$ cat config.mk
export PLATFORM = sky130hd
export DESIGN_NAME = opram_arbiter_flat
export DESIGN_NICKNAME = d
export VERILOG_FILES = /design/src/rtl/opram_arbiter_pkg.sv /design/src/rtl/opram_arbiter_if.sv /design/src/rtl/opram_arbiter_rd_pipe.sv /design/src/rtl/opram_arbiter.sv /design/src/flat_wrapper.sv
export SDC_FILE = /design/constraint.sdc
export NUM_CORES = 1
export LEC_CHECK = 0
export ABC_CLOCK_PERIOD_IN_PS = 1750
export BUFFER_PORTS_ARGS = -buffer_cell sky130_fd_sc_hd__buf_2
export CAP_MARGIN = 20
export CELL_PAD_IN_SITES_DETAIL_PLACEMENT = 1
export CELL_PAD_IN_SITES_GLOBAL_PLACEMENT = 1
export CORE_MARGIN = 4
export CORE_UTILIZATION = 28
export CTS_CLUSTER_DIAMETER = 30
export CTS_CLUSTER_SIZE = 25
export DETAILED_ROUTE_END_ITERATION = 10
export PLACE_DENSITY_LB_ADDON = 0.1
export SYNTH_ARGS = -nofsm -noshare
export SYNTH_HDL_FRONTEND = slang
export SYNTH_SLANG_ARGS = --single-unit
$ cat constraint.sdc
create_clock -name clk -period 1.75 [get_ports clk]
set_clock_uncertainty 0.15 [all_clocks]
set_input_delay 0.0875 -clock clk [delete_from_list [all_inputs] [get_ports clk]]
set_output_delay 0.0875 -clock clk [all_outputs]
set_load 0.02 [all_outputs]
$ cat src/rtl/opram_arbiter_pkg.sv
// Shared types and defaults for the opram arbiter slice.
//   state_e                       arbiter FSM encoding (S_RUN, S_CLEAR)
//   DEFAULT_ADDR_W/DATA_W         default opram geometry
//   DEFAULT_CLEAR_VALUE           default word written by the clear sequence
package opram_arb_pkg;

    localparam int unsigned DEFAULT_ADDR_W      = 3;
    localparam int unsigned DEFAULT_DATA_W      = 8;
    localparam logic [7:0]  DEFAULT_CLEAR_VALUE = 8'h00;

    typedef enum logic [0:0] {
        S_RUN   = 1'b0,
        S_CLEAR = 1'b1
    } state_e;

endpackage

$ cat src/rtl/opram_arbiter_if.sv
// Requester-side bundle of the opram arbiter: loader write port, core fetch
// read port and the clear sequencer controls.
//   master : loader/core side (drives requests, addresses, data, clr_start)
//   slave  : arbiter side (drives grants, read return, clear status)
// With OPRAM_ARB_WPROT_EN defined the bundle also carries wprot / wr_err.
interface opram_arbiter_if
    import opram_arb_pkg::*;
#(
    parameter int unsigned ADDR_W = DEFAULT_ADDR_W,
    parameter int unsigned DATA_W = DEFAULT_DATA_W
) ();

    logic              wr_req;
    logic [ADDR_W-1:0] wr_addr;
    logic [DATA_W-1:0] wr_data;
    logic              wr_gnt;

    logic              rd_req;
    logic [ADDR_W-1:0] rd_addr;
    logic              rd_gnt;
    logic [DATA_W-1:0] rd_data;
    logic              rd_valid;

    logic              clr_start;
    logic              clr_busy;
    logic              clr_done;

`ifdef OPRAM_ARB_WPROT_EN
    logic              wprot;
    logic              wr_err;

    modport master (
        output wr_req, wr_addr, wr_data, rd_req, rd_addr, clr_start, wprot,
        input  wr_gnt, rd_gnt, rd_data, rd_valid, clr_busy, clr_done, wr_err
    );

    modport slave (
        input  wr_req, wr_addr, wr_data, rd_req, rd_addr, clr_start, wprot,
        output wr_gnt, rd_gnt, rd_data, rd_valid, clr_busy, clr_done, wr_err
    );
`else
    modport master (
        output wr_req, wr_addr, wr_data, rd_req, rd_addr, clr_start,
        input  wr_gnt, rd_gnt, rd_data, rd_valid, clr_busy, clr_done
    );

    modport slave (
        input  wr_req, wr_addr, wr_data, rd_req, rd_addr, clr_start,
        output wr_gnt, rd_gnt, rd_data, rd_valid, clr_busy, clr_done
    );
`endif

endinterface

$ cat src/rtl/opram_arbiter_rd_pipe.sv
// Read-return pipe: tracks granted reads through the opram latency and
// captures mem_dout into a held rd_data register.
//   clk, rst   clock, async active-low reset
//   rd_fire    read granted this cycle
//   mem_dout   opram data out
//   rd_valid   one-cycle pulse, rd_data just captured
//   rd_data    last captured read word
// A read granted in the cycle ending at edge E has mem_dout valid after edge
// E+READ_LAT-1; it is captured on edge E+READ_LAT. READ_LAT is 1 or 2.
module opram_rd_pipe #(
    parameter int unsigned DATA_W   = 8,
    parameter int unsigned READ_LAT = 1
) (
    input  logic              clk,
    input  logic              rst,
    input  logic              rd_fire,
    input  logic [DATA_W-1:0] mem_dout,
    output logic              rd_valid,
    output logic [DATA_W-1:0] rd_data
);

    logic [READ_LAT-1:0] pend;

    // Pending-read shift register, one stage per cycle of opram latency.
    always_ff @(posedge clk or negedge rst) begin
        if (!rst) begin
            pend <= '0;
        end else begin
            pend[0] <= rd_fire;
            for (int i = 1; i < int'(READ_LAT); i++) begin
                pend[i] <= pend[i-1];
            end
        end
    end

    // Capture the word while its tap is live; hold it until the next return.
    always_ff @(posedge clk or negedge rst) begin
        if (!rst) begin
            rd_valid <= 1'b0;
            rd_data  <= '0;
        end else begin
            rd_valid <= pend[READ_LAT-1];
            if (pend[READ_LAT-1]) begin
                rd_data <= mem_dout;
            end
        end
    end

endmodule

$ cat src/rtl/opram_arbiter.sv
// Shares the single-port opram between the loader write port and the core
// fetch read port, and runs a clear sequence that fills every word with
// CLEAR_VALUE. Drives all opram control pins.
//   clk, rst          clock, async active-low reset
//   bus (slave)       wr_*/rd_*/clr_* requester bundle (see opram_arbiter_if)
//   mem_ce/wre/oce    opram enables
//   mem_reset         opram reset, active-high (= !rst)
//   mem_ad/din/dout   opram address, write data, read data
// Grants and mem_* pins are combinational from requests and state.
// Contended cycles alternate between the two ports via last_wr.
// Optional build macro OPRAM_ARB_WPROT_EN adds write protection: protected
// writes are granted and flagged on wr_err but never reach the opram.
module opram_arbiter
    import opram_arb_pkg::*;
#(
    parameter int unsigned       ADDR_W      = DEFAULT_ADDR_W,
    parameter int unsigned       DATA_W      = DEFAULT_DATA_W,
    parameter int unsigned       READ_LAT    = 1,
    parameter logic [DATA_W-1:0] CLEAR_VALUE = DATA_W'(DEFAULT_CLEAR_VALUE)
) (
    input  logic              clk,
    input  logic              rst,
    opram_arbiter_if.slave    bus,
    output logic              mem_ce,
    output logic              mem_wre,
    output logic              mem_oce,
    output logic              mem_reset,
    output logic [ADDR_W-1:0] mem_ad,
    output logic [DATA_W-1:0] mem_din,
    input  logic [DATA_W-1:0] mem_dout
);

    localparam int unsigned DEPTH    = 32'd1 << ADDR_W;
    localparam logic [0:0]  ST_RUN   = 1'(S_RUN);
    localparam logic [0:0]  ST_CLEAR = 1'(S_CLEAR);

    logic [0:0]        state;
    logic [0:0]        state_d;
    logic              last_wr;
    logic [ADDR_W-1:0] cnt;
    logic              clr_busy_q;
    logic              clr_done_q;

    logic              wr_gnt_c;
    logic              rd_gnt_c;
    logic              clr_beat_c;
    logic              clr_last_c;
    logic              wr_block_c;
    logic              wr_commit_c;

    // Next state and grants; grants are forced low while rst is asserted.
    always_comb begin
        state_d    = state;
        wr_gnt_c   = 1'b0;
        rd_gnt_c   = 1'b0;
        clr_beat_c = 1'b0;
        clr_last_c = 1'b0;
        case (state)
            ST_RUN: begin
                if (bus.wr_req && bus.rd_req) begin
                    wr_gnt_c = !last_wr;
                    rd_gnt_c = last_wr;
                end else begin
                    wr_gnt_c = bus.wr_req;
                    rd_gnt_c = bus.rd_req;
                end
                if (bus.clr_start) begin
                    state_d = ST_CLEAR;
                end
            end
            ST_CLEAR: begin
                clr_beat_c = 1'b1;
                if (cnt == ADDR_W'(DEPTH - 1)) begin
                    clr_last_c = 1'b1;
                    state_d    = ST_RUN;
                end
            end
            default: begin
                state_d = ST_RUN;
            end
        endcase
        if (!rst) begin
            wr_gnt_c   = 1'b0;
            rd_gnt_c   = 1'b0;
            clr_beat_c = 1'b0;
            clr_last_c = 1'b0;
        end
    end

`ifdef OPRAM_ARB_WPROT_EN
    // A protected write completes its handshake but is dropped here.
    assign wr_block_c = bus.wprot;
    assign bus.wr_err = wr_gnt_c & bus.wprot;
`else
    assign wr_block_c = 1'b0;
`endif

    assign wr_commit_c = wr_gnt_c & !wr_block_c;

    // State, arbitration history, clear counter and clear status flags.
    always_ff @(posedge clk or negedge rst) begin
        if (!rst) begin
            state      <= ST_RUN;
            last_wr    <= 1'b0;
            cnt        <= '0;
            clr_busy_q <= 1'b0;
            clr_done_q <= 1'b0;
        end else begin
            state <= state_d;
            if (bus.wr_req && bus.rd_req && (wr_gnt_c || rd_gnt_c)) begin
                last_wr <= wr_gnt_c;
            end
            if (clr_last_c) begin
                cnt <= '0;
            end else if (clr_beat_c) begin
                cnt <= ADDR_W'(cnt + 1'b1);
            end
            clr_busy_q <= (state_d == ST_CLEAR);
            clr_done_q <= clr_last_c;
        end
    end

    // Memory address/data/write-enable mux; clear beats have priority.
    always_comb begin
        mem_ad  = '0;
        mem_din = '0;
        mem_wre = 1'b0;
        if (clr_beat_c) begin
            mem_ad  = cnt;
            mem_din = CLEAR_VALUE;
            mem_wre = 1'b1;
        end else if (wr_gnt_c) begin
            mem_ad  = bus.wr_addr;
            mem_din = bus.wr_data;
            mem_wre = wr_commit_c;
        end else if (rd_gnt_c) begin
            mem_ad  = bus.rd_addr;
        end
    end

    assign mem_ce    = wr_commit_c | rd_gnt_c | clr_busy_q;
    assign mem_oce   = 1'b1;
    assign mem_reset = !rst;

    assign bus.wr_gnt   = wr_gnt_c;
    assign bus.rd_gnt   = rd_gnt_c;
    assign bus.clr_busy = clr_busy_q;
    assign bus.clr_done = clr_done_q;

    opram_rd_pipe #(
        .DATA_W   (DATA_W),
        .READ_LAT (READ_LAT)
    ) u_rd_pipe (
        .clk      (clk),
        .rst      (rst),
        .rd_fire  (rd_gnt_c),
        .mem_dout (mem_dout),
        .rd_valid (bus.rd_valid),
        .rd_data  (bus.rd_data)
    );

endmodule
$ cat src/flat_wrapper.sv
// flat-port wrapper written by rule: the top's interface ports become plain ports
module opram_arbiter_flat import opram_arb_pkg::*;
#(
    parameter int unsigned       ADDR_W      = DEFAULT_ADDR_W,
    parameter int unsigned       DATA_W      = DEFAULT_DATA_W,
    parameter int unsigned       READ_LAT    = 1,
    parameter logic [DATA_W-1:0] CLEAR_VALUE = DATA_W'(DEFAULT_CLEAR_VALUE)
)
  (clk, rst, mem_ce, mem_wre, mem_oce, mem_reset, mem_ad, mem_din, mem_dout, bus_wr_req, bus_wr_addr, bus_wr_data, bus_rd_req, bus_rd_addr, bus_clr_start, bus_wr_gnt, bus_rd_gnt, bus_rd_data, bus_rd_valid, bus_clr_busy, bus_clr_done);
  opram_arbiter_if #(.ADDR_W(ADDR_W), .DATA_W(DATA_W)) bus_i ();
  input  logic clk;
  input  logic rst;
  output logic mem_ce;
  output logic mem_wre;
  output logic mem_oce;
  output logic mem_reset;
  output logic [ADDR_W-1:0] mem_ad;
  output logic [DATA_W-1:0] mem_din;
  input  logic [DATA_W-1:0] mem_dout;
  input wire logic [$bits(bus_i.wr_req)-1:0] bus_wr_req;
  input wire logic [$bits(bus_i.wr_addr)-1:0] bus_wr_addr;
  input wire logic [$bits(bus_i.wr_data)-1:0] bus_wr_data;
  input wire logic [$bits(bus_i.rd_req)-1:0] bus_rd_req;
  input wire logic [$bits(bus_i.rd_addr)-1:0] bus_rd_addr;
  input wire logic [$bits(bus_i.clr_start)-1:0] bus_clr_start;
  output wire logic [$bits(bus_i.wr_gnt)-1:0] bus_wr_gnt;
  output wire logic [$bits(bus_i.rd_gnt)-1:0] bus_rd_gnt;
  output wire logic [$bits(bus_i.rd_data)-1:0] bus_rd_data;
  output wire logic [$bits(bus_i.rd_valid)-1:0] bus_rd_valid;
  output wire logic [$bits(bus_i.clr_busy)-1:0] bus_clr_busy;
  output wire logic [$bits(bus_i.clr_done)-1:0] bus_clr_done;
  assign bus_i.wr_req = bus_wr_req;
  assign bus_i.wr_addr = bus_wr_addr;
  assign bus_i.wr_data = bus_wr_data;
  assign bus_i.rd_req = bus_rd_req;
  assign bus_i.rd_addr = bus_rd_addr;
  assign bus_i.clr_start = bus_clr_start;
  assign bus_wr_gnt = bus_i.wr_gnt;
  assign bus_rd_gnt = bus_i.rd_gnt;
  assign bus_rd_data = bus_i.rd_data;
  assign bus_rd_valid = bus_i.rd_valid;
  assign bus_clr_busy = bus_i.clr_busy;
  assign bus_clr_done = bus_i.clr_done;
  opram_arbiter #(.ADDR_W(ADDR_W), .DATA_W(DATA_W), .READ_LAT(READ_LAT), .CLEAR_VALUE(CLEAR_VALUE)) u_core (.clk(clk), .rst(rst), .bus(bus_i), .mem_ce(mem_ce), .mem_wre(mem_wre), .mem_oce(mem_oce), .mem_reset(mem_reset), .mem_ad(mem_ad), .mem_din(mem_din), .mem_dout(mem_dout));
endmodule
## Word-level counts from Yosys, hierarchy flattened

Index checks and enable logic that the tools add are counted.

- Flip-flop bits (word level): 16
- Input bits: 27
- Logic and storage cells: 41

- Add/sub/neg operators: 1
- Equal/unequal tests: 1
- Mux-type cells: 23
- Bitwise logic cells: 3
- Reduce and logical (&&, ||, !) cells: 6

Operators with widths:

| operator | number |
|---|---|
| $mux W8 | 2 |
| $mux W1 | 15 |
| $mux W3 | 5 |
| $add A3 B1 Y3 const B | 1 |
| $eq A3 B3 Y1 const B | 1 |
| $logic_and A1 B1 Y1 | 2 |
| $logic_not A1 Y1 | 2 |
| $or A1 B1 Y1 | 2 |
| $pmux W1 S2 | 1 |
| $reduce_bool A2 Y1 | 1 |
| $logic_or A1 B1 Y1 | 1 |
| $not A1 Y1 | 1 |

## Longest topological paths before layout

- Depth after elaboration: 7
- Mapped depth: 4

## Modules after synthesis

A second synthesis with hierarchy kept.

- Cells, all modules: 68
- Area total of the unflattened synthesis: 834.6 um2

By module, submodules not included:

| module | instances | cells each | area an instance (um2) |
|---|---|---|---|
| opram_arbiter | 1 | 49 | 452.9 |
| opram_rd_pipe | 1 | 19 | 381.6 |

## Worst setup path before layout

No wires, ideal clock.

- Kind: flip-flop to output port
- Start point: register u_core.state
- End point: output port mem_din[0]
- Arrival: 1.261 ns
- Path slack: 0.251 ns
- Cell stages (with the launch flop): 5
- Cell sequence: dfrtp_1 -> nor2b_2 -> and3_2 -> buf_6 -> and2_1

- Cells in the longest elaborated chain, start to end: 4

Ends and longest elaborated chain:

| item | RTL line | source |
|---|---|---|
| start: declaration | opram_arbiter.sv:37 | `logic [0:0] state;` |
| start signal: assignment | opram_arbiter.sv:109 | `state <= state_d;` |
| $mux W1 | opram_arbiter.sv:58 | `case (state)` |
| $mux W1 | opram_arbiter.sv:82 | `if (!rst) begin` |
| net bus_wr_gnt | flat_wrapper.sv:26 | `output wire logic [$bits(bus_i.wr_gnt)-1:0] bus_wr_gnt;` |
| $mux W8 | opram_arbiter.sv:132 | `end else if (wr_gnt_c) begin` |
| $mux W8 | opram_arbiter.sv:128 | `if (clr_beat_c) begin` |
| end: declaration | flat_wrapper.sv:18 | `output logic [DATA_W-1:0] mem_din;` |

The timed path passes the listed nets, and every way through them passes these cells.

## Final worst setup path

- Start point: register u_core.last_wr
- End point: output port mem_ad[0]

- Cells in the longest elaborated chain, start to end: 6

Ends and longest elaborated chain:

| item | RTL line | source |
|---|---|---|
| start: declaration | opram_arbiter.sv:39 | `logic last_wr;` |
| start signal: assignment | opram_arbiter.sv:111 | `last_wr <= wr_gnt_c;` |
| $mux W1 / $logic_not A1 Y1 (equally long branches) | opram_arbiter.sv:60, opram_arbiter.sv:61 |  |
| $mux W1 (on tied branches) | opram_arbiter.sv:58, opram_arbiter.sv:60 |  |
| $mux W1 (on tied branches) | opram_arbiter.sv:82, opram_arbiter.sv:58 |  |
| $mux W3 / $mux W1 (equally long branches) | opram_arbiter.sv:136, opram_arbiter.sv:82 |  |
| $mux W3 * | opram_arbiter.sv:132 |  |
| $mux W3 * | opram_arbiter.sv:128 |  |
| end: declaration | flat_wrapper.sv:17 | `output logic [ADDR_W-1:0] mem_ad;` |

Mark *: on every way between the ends. The rest lies on a longest branch, timed or not.

==> metrics <==
run status=finished clean; Max Cap Viol=0; Core Footprint=2570 µm²; Crit. End Element=primary output; Setup-failing EPs final=0; via count=750; post-route cell area=1310 µm²; Post-Synthesis Cells=65; slowest CP cell=dfrtp_1; CP dominant cell by count=buf_6; top cell type's share of synthesized area=51.6%; Peak Freq=578 MHz; Yosys warnings=0; Crit path largest cell delay=0.40 ns; deepest clock path buffer count=2; largest net degree at the start of global routing=17; global-route usage over all layers=12.8%; Vias/cell=4.49; Fill cells=304; PwrDens=1310 nW/µm²; io pins=55; DRT iter0 DRCs=14; top cells by area, synth=dfrtp_1, mux2_2, and2_1; vias in the first global route=738; Worst path top cell family by delay=flip-flops; share of cells above drive strength 1=55.5%; 1st-pass router iterations=4; Final Hold Fails=0; die height=60.6 µm; die area=3680 µm²; fin cells=167; Worst setup SP type=flop; CP required=1.51 ns; Tmin final=1.73 ns; Placement Cell Area=1060 µm²; Final period util=98.9%; Clock Tree Root=clkbuf_4; Syn Nets=94; die width=60.6 µm; Worst Path Max Fanout=7; Yosys reg bits=16; initial antenna violation count=0; GPL Wtd Cong=0.662; Remaining DRCs=0; crit path buf inv count=2; Num CTS Buffers=3; hpwl dp=1.67 mm; Avg Cell Area, Syn=11.9 µm²; site row count=18; CTS H-tree lvls=1; Slew @ Worst Pin=0.711 ns; number of antenna diodes=0; clk_lat worst skew=0.28 ns; post-synth top area cell=dfrtp_1; Arrival @ worst endpoint=1.49 ns; area delta synth->final=68.5%; Nets=167; final worst setup slack=0.0200 ns; TritonCTS clock tree=yes; sequential fraction of the synthesis area=51.6%; crit-path cells=buf_6, nand2_4, and3_4, a221o_1, buf_6; Unique masters post-synth=23; Max-slew headroom=52.4%; total congestion overflow=0; dpl cells=146; number of max-slew violations in the final report=0; Initial Utilization=30.2%; RSZ-0062 raised after global routing=true; kind of critical path=reg2out; Post-Syn Area=776 µm²; Total Wirelength=2.22 mm; pre-CTS WS=0.216 ns; Final ANT Viol Nets=0; final hold slack=0.0618 ns; Port Buffers=53; maximum VDD drop=0.000804 V; leakage=0.000727 µW; worst min path class=in2reg; CTS clock-pin slew for the worst setup and hold paths=0.09 ns; first-pass GRT wire length=3.43 mm; WL/cell=13.3 µm; CTS sink cnt=16
-- state kept, by name (all words and copies together), names as in the netlist --
signal                     flops
u_core.u_rd_pipe.rd_data       8
u_core.bus.clr_done            1
u_core.state                   1
u_core.u_rd_pipe.rd_valid      1
u_core.last_wr                 1
u_core.cnt                     3
u_core.u_rd_pipe.pend          1
-- layer usage --
| metal | GRT usage (%) | routed length [µm] |
|---|---|---|
| met1 | 15.5 | 942 |
| met2 | 22.1 | 1130 |
| met3 | 4.68 | 146 |
| met4 | 1.86 | 0 |
| met5 | 0 | 0 |
-- path summary, 6_finish.rpt --
check	from	end	slack, ns	depth (start not counted)
setup / recovery	u_core.last_wr	mem_ad[0]	0.02	5
hold / removal	rst	u_core.bus.clr_done	0.06	3
setup reg to reg	u_core.state	u_core.last_wr	0.14	4
hold reg to reg	u_core.u_rd_pipe.rd_data[5]	u_core.u_rd_pipe.rd_data[5]	0.36	1
max in group asynchronous	rst	u_core.state	0.57	3
min in group asynchronous	rst	u_core.cnt[1]	0.39	3
-- cells in the mapped netlist, drive strengths merged --
| cell type | count |
|---|---|
| dfrtp | 16 |
| mux2 | 9 |
| and2 | 8 |
| and3 | 6 |
| nand2b | 4 |
| a221o | 3 |
| nand2 | 3 |
| buf | 2 |
| ha | 2 |
| inv | 2 |
| o21ai | 2 |
| a21o | 1 |
| clkbuf | 1 |
| conb | 1 |
| mux2i | 1 |
| nand3 | 1 |
| nor2b | 1 |
| nor3 | 1 |
| xnor2 | 1 |
-- tightest hold or removal path: cells and delay by family --
family	cells	cell delay (ns)
buf+inv	2	0.22
simple gates	1	0.15
-- cell usage in the layout (no fill, tap or decap), drive strengths merged --
cell type | synthesis | final
dfrtp | 16 | 16
xnor2 | 1 | 1
ha | 2 | 2
clkbuf | 1 | 4
dlygate4sd3 | 0 | 13
and2 | 8 | 8
a21o | 1 | 1
nand3 | 1 | 1
a221o | 3 | 3
and3 | 6 | 7
nor2b | 1 | 1
nor3 | 1 | 1
inv | 2 | 2
nand2b | 4 | 4
o21ai | 2 | 2
mux2 | 9 | 9
mux2i | 1 | 1
buf | 2 | 57
nand2 | 3 | 3
conb | 1 | 1
-- power breakdown --
part           internal (µW)  switching (µW)  leakage (µW)
clock network            127             111     0.0000210
registers                523            95.8      0.000200
logic                    426             435      0.000506
-- final cells by class --
class,instances,area [µm²],area share [%]
inverter,2,7.51,0.574
sequential,16,402,30.7
timing repair buffer,70,448,34.3
clock buffer,4,36.3,2.78
multi-input combinational,45,377,28.8
tap,30,37.5,2.87
-- timing repair --
action / CTS / global route
hold endpoints to repair: 27 / 0
gates resized for setup: 9 / 4
hold buffers: 13 / 0
setup buffers: 2 / 1
pin swaps: 5 / 2
gates cloned: 0 / 1
setup endpoints to repair: 12 / 12
-- per-stage QoR --
step                      TNS, ns  total power, µW  util, %
after floorplan                 0             1100        -
after global routing       -0.123             1850     50.9
final                           0             1720     50.9
after CTS                       0             1700     49.6
after detailed placement        0             1360     41.4
after global placement          0             1330     41.4
-- kinds of logic after synthesis --
kind of cell | share of synthesized area [%]
simple gates | 19.2
flops | 51.6
mux | 14.4
compound gates | 6.13
buf+inv | 3.87
fa+ha+maj | 3.23
other cells | 0.483
xor+xnor | 1.13
No activity file was read; power rests on OpenSTA's default activity.
